==> src/rtl/sn76489_pkg.sv <==
// Shared constants for the SN76489AN model: volume curve, register address map,
// and the tone frequency width.
package sn76489_pkg;

    localparam int FREQ_W = 10;

    // Output amplitude per attenuation step (2 dB each); step 15 is mute.
    localparam logic [0:15][7:0] VOL_TABLE = '{
        8'd255, 8'd203, 8'd161, 8'd128, 8'd102, 8'd81, 8'd64, 8'd51,
        8'd40,  8'd32,  8'd26,  8'd20,  8'd16,  8'd13, 8'd10, 8'd0
    };

    // Latch-byte address field d[6:4]: {channel, register type}.
    typedef enum logic [2:0] {
        ADDR_TONE0_FREQ = 3'b000,
        ADDR_TONE0_ATTN = 3'b001,
        ADDR_TONE1_FREQ = 3'b010,
        ADDR_TONE1_ATTN = 3'b011,
        ADDR_TONE2_FREQ = 3'b100,
        ADDR_TONE2_ATTN = 3'b101,
        ADDR_NOISE_CTRL = 3'b110,
        ADDR_NOISE_ATTN = 3'b111
    } reg_addr_e;

    function automatic logic [2:0] tone_freq_addr(input logic [1:0] ch);
        return {ch, 1'b0};
    endfunction

    function automatic logic [2:0] tone_attn_addr(input logic [1:0] ch);
        return {ch, 1'b1};
    endfunction

endpackage

==> src/rtl/sn76489_attenuator.sv <==
// Maps a 4-bit attenuation and the current square-wave level to an unsigned
// 8-bit amplitude sample. Shared by the tone and noise channels.
module sn76489_attenuator
    import sn76489_pkg::*;
(
    input  logic       level,
    input  logic [3:0] attn,
    output logic [7:0] ampl
);

    assign ampl = level ? VOL_TABLE[attn] : 8'd0;

endmodule

==> src/rtl/sn76489_tone.sv <==
// One square-wave tone channel: decodes its own frequency/attenuation
// registers from the byte-wide write bus and divides the tick into a tone.
module sn76489_tone
    import sn76489_pkg::*;
#(
    parameter int channel_g = 0
) (
    input  logic       clock_i,
    input  logic       res_n_i,
    input  logic       clock_en_i,
    input  logic       clk_div_en_i,
    input  logic       wr_i,
    input  logic [7:0] d_i,
    output logic       tone_o,
    output logic       tone_pulse_o,
    output logic [7:0] ampl_o
);

    localparam logic [2:0] FREQ_ADDR = tone_freq_addr(2'(channel_g));
    localparam logic [2:0] ATTN_ADDR = tone_attn_addr(2'(channel_g));

    logic [FREQ_W-1:0] freq_q;
    logic [FREQ_W-1:0] cnt_q;
    logic [3:0]        attn_q;
    logic              tone_q;
    logic              tone_pulse_q;
    logic              lat_freq_q;
    logic              lat_attn_q;
    logic              tick;
    logic              reload;

    assign tick   = clock_en_i & clk_div_en_i;
    assign reload = tick && (cnt_q <= FREQ_W'(1));

    // Register write decode; runs on every strobe regardless of clock_en_i.
    always_ff @(posedge clock_i or negedge res_n_i) begin
        if (!res_n_i) begin
            freq_q     <= '0;
            attn_q     <= 4'hF;
            lat_freq_q <= 1'b0;
            lat_attn_q <= 1'b0;
        end else if (wr_i) begin
            // NOTE: non-blocking assignments let the counter block below see
            // the pre-write freq_q when a write and a reload share a cycle.
            if (d_i[7]) begin
                if (d_i[6:4] == FREQ_ADDR) begin
                    freq_q[3:0] <= d_i[3:0];
                    lat_freq_q  <= 1'b1;
                    lat_attn_q  <= 1'b0;
                end else if (d_i[6:4] == ATTN_ADDR) begin
                    attn_q     <= d_i[3:0];
                    lat_attn_q <= 1'b1;
                    lat_freq_q <= 1'b0;
                end else begin
                    lat_freq_q <= 1'b0;
                    lat_attn_q <= 1'b0;
                end
            end else if (lat_freq_q) begin
                freq_q[9:4] <= d_i[5:0];
            end else if (lat_attn_q) begin
                attn_q <= d_i[3:0];
            end
        end
    end

    // A count of 0 or 1 reloads, so freq_q = 0 behaves as a half-period of 1.
    always_ff @(posedge clock_i or negedge res_n_i) begin
        if (!res_n_i) begin
            cnt_q        <= '0;
            tone_q       <= 1'b0;
            tone_pulse_q <= 1'b0;
        end else begin
            tone_pulse_q <= reload;
            if (reload) begin
                cnt_q  <= freq_q;
                tone_q <= ~tone_q;
            end else if (tick) begin
                cnt_q <= cnt_q - FREQ_W'(1);
            end
        end
    end

    assign tone_o       = tone_q;
    assign tone_pulse_o = tone_pulse_q;

    sn76489_attenuator u_attenuator (
        .level (tone_q),
        .attn  (attn_q),
        .ampl  (ampl_o)
    );

endmodule
==> config.mk <==
export PLATFORM = sky130hd
export DESIGN_NAME = sn76489_tone
export DESIGN_NICKNAME = d
export VERILOG_FILES = /design/src/rtl/sn76489_pkg.sv /design/src/rtl/sn76489_attenuator.sv /design/src/rtl/sn76489_tone.sv
export SDC_FILE = /design/constraint.sdc
export NUM_CORES = 1
export LEC_CHECK = 0
export BUFFER_PORTS_ARGS = -buffer_cell sky130_fd_sc_hd__buf_2
export CAP_MARGIN = 25
export CORE_ASPECT_RATIO = 0.8
export CORE_UTILIZATION = 50
export DETAILED_ROUTE_END_ITERATION = 8
export GPL_TIMING_DRIVEN = 0
export PLACE_DENSITY = 0.71
export SLEW_MARGIN = 30
export SYNTH_ARGS = -nofsm -noshare
export SYNTH_HDL_FRONTEND = slang
export SYNTH_SLANG_ARGS = --single-unit
==> constraint.sdc <==
create_clock -name clock_i -period 3 [get_ports clock_i]
set_clock_uncertainty 0.15 [all_clocks]
set_input_delay 0.6 -clock clock_i [delete_from_list [all_inputs] [get_ports clock_i]]
set_output_delay 0.6 -clock clock_i [all_outputs]
set_load 0.005 [all_outputs]
==> impl_metrics.py, run 1 <==
metrics = {
    "run_status": {
        "status": "finished clean",
    },
    "synth": {
        "ys_ff_latch": 28,
        "syn-instance-count": 150,
        "synth_top_area_share_pct": 37.6,
        "synth_mux_area_share_pct": 11.2,
        "synth_cell_types": 45,
        "synth_area_leaders": "dfrtp_1 (38%), mux2_2 (11%), dfstp_2 (6.6%)",
        "synth_top_cell_by_area": "dfrtp_1",
        "synth_nets": 170,
        "synth_compound_area_share_pct": 15.9,
        "synth_top_family_by_area": "simple AND/OR/NAND/NOR gates",
        "synth_warnings": 0,
        "synth_xor_area_share_pct": 1.10,
        "netlist_area_sq_um": 1600,
        "synth_top_flop_cell": "dfrtp_1",
        "synthAdderAreaFrac_pct": 5.48,
        "yosys.area_share.simple_pct": 18.9,
        "avgSynthCellArea_sq_um": 10.7,
        "synth-edff-count": 0,
        "async_flop_share_pct": 100,
        "seq_area_frac_synth_pct": 44.1,
    },
    "final_layout": {
        "final_area_sq_um": 1830,
        "drive_above_1_share_pct": 32.4,
        "nets": 197,
        "syn2layout_area_growth_pct": 14.3,
        "fillers": 252,
        "num_antenna_cells": 0,
        "post-route-util_pct": 63.2,
    },
    "floorplan": {
        "io_pins": 23,
        "die_w_um": 65.2,
        "row_count": 17,
        "die_area_sq_um": 3430,
        "coreArea_sq_um": 2890,
        "fp.dieH_um": 52.6,
        "start_util_pct": 55.3,
    },
    "cts": {
        "numCtsBuffers": 3,
        "postCtsSetupRepairBufs": 0,
        "cts_hold_buf": 0,
        "path_clk_slew_ps": 90,
        "cts_resized": 0,
        "cts_sinks": 28,
        "worstSkewPairLatency_ps": 270,
        "cts_buffer_depth": 2,
        "cts_root_buf": "clkbuf_8",
        "htree_levels": 1,
        "cts_tree": "yes",
    },
    "sta": {
        "slew_headroom_pct": 58.9,
        "setup_tns_ps": 0,
        "setup_ws_ps": 369,
        "min_period_over_period_pct": 87.7,
        "timing.fmax_mhz": 380,
        "finalSetupViolations": 0,
        "fin_crit_ps": 2630,
        "hold_viol_final": 0,
        "final_max_slew_viol_count": 0,
        "tightest_slew_ps": 612,
        "rsz0062_at_grt": "no",
    },
    "place": {
        "hpwl_um": 2450,
        "io_buffer_count": 22,
        "postPlaceCellArea_sq_um": 1760,
        "dpl_worst_slack_ps": 675,
        "gp_congestion": 0.826,
    },
    "global_route": {
        "grt_max_degree": 29,
        "grt_pass1_wl_um": 5470,
        "grt_pass1_vias": 1096,
        "overflow": 0,
        "track_usage_pct": 21.5,
        "antenna_found_initial": 0,
    },
    "power": {
        "power_mw": 1.39,
        "p_per_area_nw_per_um2": 760,
        "ir_drop_mv": 0.489,
        "p_leak_nw": 0.866,
    },
    "worst_setup_path": {
        "r2r_cells": 6,
        "arrival_ps": 1880,
        "crit_path_start": "attn_q[1]",
        "path_class": "flip-flop to output pin",
        "worst_r2r_startpoint": "cnt_q[0]",
        "reg2reg_to": "cnt_q[6]",
        "end_kind": "output pin",
        "startpoint_type": "flip-flop",
        "crit_fanout": 9,
        "r2r_slack_ps": 1020,
        "cp_data_required_time_ps": 2250,
    },
    "detailed_routing": {
        "routed_wl_um": 3210,
        "post_drt_via_cell_ratio": 5.66,
        "antenna_left": 0,
        "via_count": 1211,
        "post_drt_wl_per_cell_um": 15.0,
        "drcViolationCount": 0,
        "dr.pass1.iters": 4,
        "drt_iter0_drc": 71,
    },
    "job": {
        "cap_viol_max_count": 0,
    },
    "hold_path": {
        "hold_class": "input pin to async pin",
    },
}
## power breakdown
| group | total (mW) | switching [mW] | leakage, nW | internal (mW) |
|---|---|---|---|---|
| combinational | 0.457 | 0.224 | 0.487 | 0.234 |
| clock | 0.292 | 0.113 | 0.0357 | 0.179 |
| sequential | 0.641 | 0.136 | 0.343 | 0.504 |
| total | 1.39 | 0.473 | 0.866 | 0.917 |
## sequential cells by signal, summed over array words and instances, names as in the netlist
| register | cells |
|---|---|
| freq_q | 10 |
| tone_pulse_o | 1 |
| cnt_q | 10 |
| lat_freq_q | 1 |
| attn_q | 4 |
| tone_o | 1 |
| lat_attn_q | 1 |
## logic make-up after synthesis
kind of cell	after synthesis
flops	28
simple gates	50
compound gates	36
fa+ha+maj	7
buf+inv	11
xor+xnor	2
mux	16
## Yosys cell counts (all sizes together) (2+ instances only)
master	count
nor4	2
a21oi	6
nor2	9
ha	7
buf	2
o211ai	2
a211oi	3
clkbuf	2
nor3	6
inv	7
a22oi	2
and2	2
o2bb2ai	2
dfrtp	24
nor2b	6
o21ai	9
o211a	2
mux2	15
nand2	11
a21o	2
dfstp	4
nand3	5
## how the worst max path moves through the flow
stage / end / slack, ps / depth (start not counted)
final: ampl_o[3] / 370 / 7
after detailed placement: ampl_o[3] / 670 / 7
after global routing: ampl_o[3] / 240 / 7
after CTS: ampl_o[3] / 370 / 7
after global placement: ampl_o[3] / 710 / 7
after floorplan: ampl_o[3] / 920 / 6
## critical path, stage by stage, from the launching register on
cell and delay (ps):
dfstp_2 620, inv_1 90, ha_1 220, o21ai_0 170, o21a_1 150, o21ai_0 70
and2_1 170, buf_2 120
## per-layer routing
layer / global-route usage (%) / part of all wire, % / up-vias
li1: - / - / 598
met1: 31.4 / 49 / 577
met2: 33.2 / 45 / 34
met3: 4.57 / 5.9 / 2
met4: 3.26 / 0.31 / 0
met5: 0 / 0 / -
## per-stage QoR
stage	cells	hold slack (ps)
2_1_floorplan	150	154
3_3_place_gp	210	321
3_5_place_dp	210	336
4_1_cts	214	187
6_report	214	175
5_1_grt	214	212
## cells in the final DEF, fill, tap and decap left out, types with 3 or more instances in the layout
cell      netlist  final
a211oi_1        3      3
a21oi_1         6      6
buf_2           1     23
clkbuf_8        0      3
dfrtp_1        24     24
dfstp_2         4      4
ha_1            7      7
inv_1           6      6
mux2_2         15     15
nand2_1        11     11
nand3_1         5      5
nor2_1          9      9
nor2b_1         6      6
nor3_1          4      4
o21ai_0         9      9
## cell type report
| cell class | count | area (sq um) | area share, % |
|---|---|---|---|
| multi-input combinational | 111 | 841 | 46.0 |
| sequential | 28 | 706 | 38.6 |
| timing repair buffer | 22 | 110 | 6.02 |
| tap | 38 | 47.5 | 2.60 |
| clock buffer | 3 | 41.3 | 2.26 |
| clock inverter | 1 | 30.0 | 1.64 |
| inverter | 7 | 28.8 | 1.57 |
| buffer | 4 | 23.8 | 1.30 |
Power figures use the tool's default switching activity.
==> inputs of run 2 (changes only) <==
--- a/config.mk
+++ b/config.mk
@@ -15,4 +15,5 @@
 export SLEW_MARGIN = 30
 export SYNTH_ARGS = -nofsm -noshare
 export SYNTH_HDL_FRONTEND = slang
+export SYNTH_HIERARCHICAL = 1
 export SYNTH_SLANG_ARGS = --single-unit
==> impl_metrics.py, run 2 <==
metrics = {
    "cts": {
        "cts_resized": 0,
        "numCtsBuffers": 3,
        "cts_root_buf": "clkbuf_8",
        "postCtsSetupRepairBufs": 0,
        "cts_tree": "yes",
        "path_clk_slew_ps": 90,
        "cts_hold_buf": 0,
        "worstSkewPairLatency_ps": 270,
        "cts_buffer_depth": 2,
        "cts_sinks": 28,
        "htree_levels": 1,
    },
    "sta": {
        "finalSetupViolations": 0,
        "setup_tns_ps": 0,
        "fin_crit_ps": 2700,
        "final_max_slew_viol_count": 0,
        "timing.fmax_mhz": 371,
        "setup_ws_ps": 303,
        "rsz0062_at_grt": "no",
        "hold_viol_final": 0,
        "min_period_over_period_pct": 89.9,
        "slew_headroom_pct": 57.4,
        "tightest_slew_ps": 634,
    },
    "worst_setup_path": {
        "end_kind": "output pin",
        "cp.depth": 5,
        "slowest_delay_ps": 640,
        "path_delay_family": "flip-flops",
        "r2r_cells": 5,
        "cp_data_required_time_ps": 2250,
        "cp_cell_sequence": "inv_1 -> ha_1 -> and2_1 -> o311a_1 -> buf_2",
        "crit_fanout": 9,
        "path_class": "flip-flop to output pin",
        "cp.buffers_inverters": 2,
        "arrival_ps": 1950,
        "startpoint_type": "flip-flop",
        "cp_slowest_cell": "dfstp_2",
    },
    "final_layout": {
        "layout_commonest_cell": "dfrtp_1",
        "nets": 206,
        "fillers": 280,
        "multi_input_area_sq_um": 905,
        "reg_top3": "cnt_q: 10 flops, freq_q: 10 flops, attn_q: 4 flops",
        "drive_above_1_share_pct": 29.9,
        "mostFrequentLayoutCells": "dfrtp_1 (24), buf_2 (22), mux2_2 (14), nor2_1 (12), ha_1 (8)",
        "final_area_sq_um": 1900,
        "num_antenna_cells": 0,
        "regArea_sq_um": 706,
        "syn2layout_area_growth_pct": 14.3,
    },
    "detailed_routing": {
        "drt_iter0_drc": 79,
        "drcViolationCount": 0,
        "via_count": 1376,
        "antenna_left": 0,
        "routed_wl_um": 3610,
        "dr.pass1.iters": 4,
        "post_drt_wl_per_cell_um": 16.1,
        "post_drt_via_cell_ratio": 6.14,
    },
    "synth": {
        "synth_area_leaders": "dfrtp_1 (36%), mux2_2 (9.5%), dfstp_2 (6.3%)",
        "synthTopCellsByCount": "dfrtp_1 (24), mux2_2 (14), nor2_1 (12), ha_1 (8)",
        "syn-instance-count": 158,
        "synth_warnings": 6,
        "synth.most_common_cell": "dfrtp_1",
        "synth_top_cell_by_area": "dfrtp_1",
        "async_flop_share_pct": 100,
        "synth_top_flop_cell": "dfrtp_1",
        "synth_cell_types": 52,
        "synth_nets": 179,
        "avgSynthCellArea_sq_um": 10.5,
        "seq_area_frac_synth_pct": 42.6,
        "netlist_area_sq_um": 1660,
        "synth-edff-count": 0,
        "ys_ff_latch": 28,
        "synth_top_area_share_pct": 36.2,
    },
    "power": {
        "p_per_area_nw_per_um2": 852,
        "p_leak_nw": 0.872,
        "ir_drop_mv": 0.487,
    },
    "global_route": {
        "overflow": 0,
        "grt_pass1_vias": 1284,
        "grt_pass1_wl_um": 5980,
        "track_usage_pct": 23.1,
        "antenna_found_initial": 0,
        "grt_max_degree": 29,
    },
    "floorplan": {
        "io_pins": 23,
        "start_util_pct": 53.0,
        "coreArea_sq_um": 3130,
        "die_area_sq_um": 3550,
        "row_count": 18,
        "die_w_um": 66.4,
        "fp.dieH_um": 53.5,
    },
    "place": {
        "dpl_worst_slack_ps": 615,
        "hpwl_um": 2720,
        "io_buffer_count": 22,
        "postPlaceCellArea_sq_um": 1820,
        "gp_congestion": 0.910,
    },
    "run_status": {
        "status": "finished clean",
    },
    "job": {
        "cap_viol_max_count": 0,
    },
    "hold_path": {
        "hold_class": "input pin to async pin",
    },
}
==> run 2: cell types whose count changed after synthesis, sizes merged, moves of 3 or more <==
cell / before / now
a211oi: 3 / 7
a21oi: 6 / 2
a31oi: 0 / 3
nand2: 11 / 7
nor2: 9 / 12
nor2b: 6 / 0
o21ai: 9 / 6
or4: 1 / 4
==> run 2: cell type report <==
| class | instances | share of cell area, % |
|---|---|---|
| multi-input cells | 118 | 47.7 |
| flip-flops and latches | 28 | 37.2 |
| repair buffers | 22 | 5.81 |
| well taps | 40 | 2.64 |
| clock buffers | 3 | 2.18 |
| clock inverters | 1 | 1.58 |
| plain buffers | 5 | 1.45 |
| inverters | 7 | 1.39 |
==> run 2: stage by stage <==
step | std cells | power [mW] | util (%) | hold WS [ps]
after floorplan | 158 | 1.11 | - | 154
after global placement | 220 | 1.27 | 58.1 | 317
after detailed placement | 220 | 1.32 | 58.1 | 325
after CTS | 224 | 1.62 | 60.4 | 189
after global routing | 224 | 1.73 | 60.6 | 210
final | 224 | 1.62 | 60.6 | 175
==> run 2: worst reg2reg max path, delay by kind of cell (launching register included) <==
kind / cells / cell delay (ps)
compound gates: 1 / 130
buf+inv: 1 / 180
flops: 1 / 420
simple gates: 3 / 1410
==> run 2: path summary, 6_finish.rpt <==
kind                                 start          to  slack [ps]
max in group asynchronous          res_n_i  lat_attn_q        2130
min in group clock_i            lat_attn_q  lat_attn_q         340
worst min register to register  lat_attn_q  lat_attn_q         340
worst max-delay path             attn_q[1]   ampl_o[3]         300
worst max register to register    cnt_q[6]    cnt_q[3]         590
worst min-delay path               res_n_i    cnt_q[6]         170
==> run 2: routing by layer <==
| metal | up-vias | part of all wire (%) | global-route usage, % |
|---|---|---|---|
| li1 | 653 | - | - |
| met1 | 683 | 47 | 29.9 |
| met2 | 36 | 48 | 39.1 |
| met3 | 4 | 5.0 | 5.39 |
| met4 | 0 | 0.64 | 6.03 |
| met5 | - | 0 | 0 |
==> run 2: cell families (layout without fill, tap and decap cells) <==
| group | Yosys count | after routing | share of synthesized area [%] |
|---|---|---|---|
| XOR/XNOR | 1 | 1 | 0.528 |
| multiplexers | 18 | 18 | 12.2 |
| adder cells (fa/ha/maj) | 8 | 8 | 6.04 |
| AO/OA/AOI/OAI | 40 | 40 | 18.3 |
| AND/OR/NAND/NOR | 51 | 51 | 17.1 |
| flip-flops | 28 | 28 | 42.6 |
| buffers and inverters | 12 | 38 | 3.25 |
==> run 2: power breakdown <==
| part | internal, mW | leakage (nW) | total, mW | switching [mW] |
|---|---|---|---|---|
| Combinational | 0.331 | 0.488 | 0.683 | 0.351 |
| Clock | 0.179 | 0.0357 | 0.291 | 0.112 |
| Sequential | 0.505 | 0.348 | 0.643 | 0.138 |
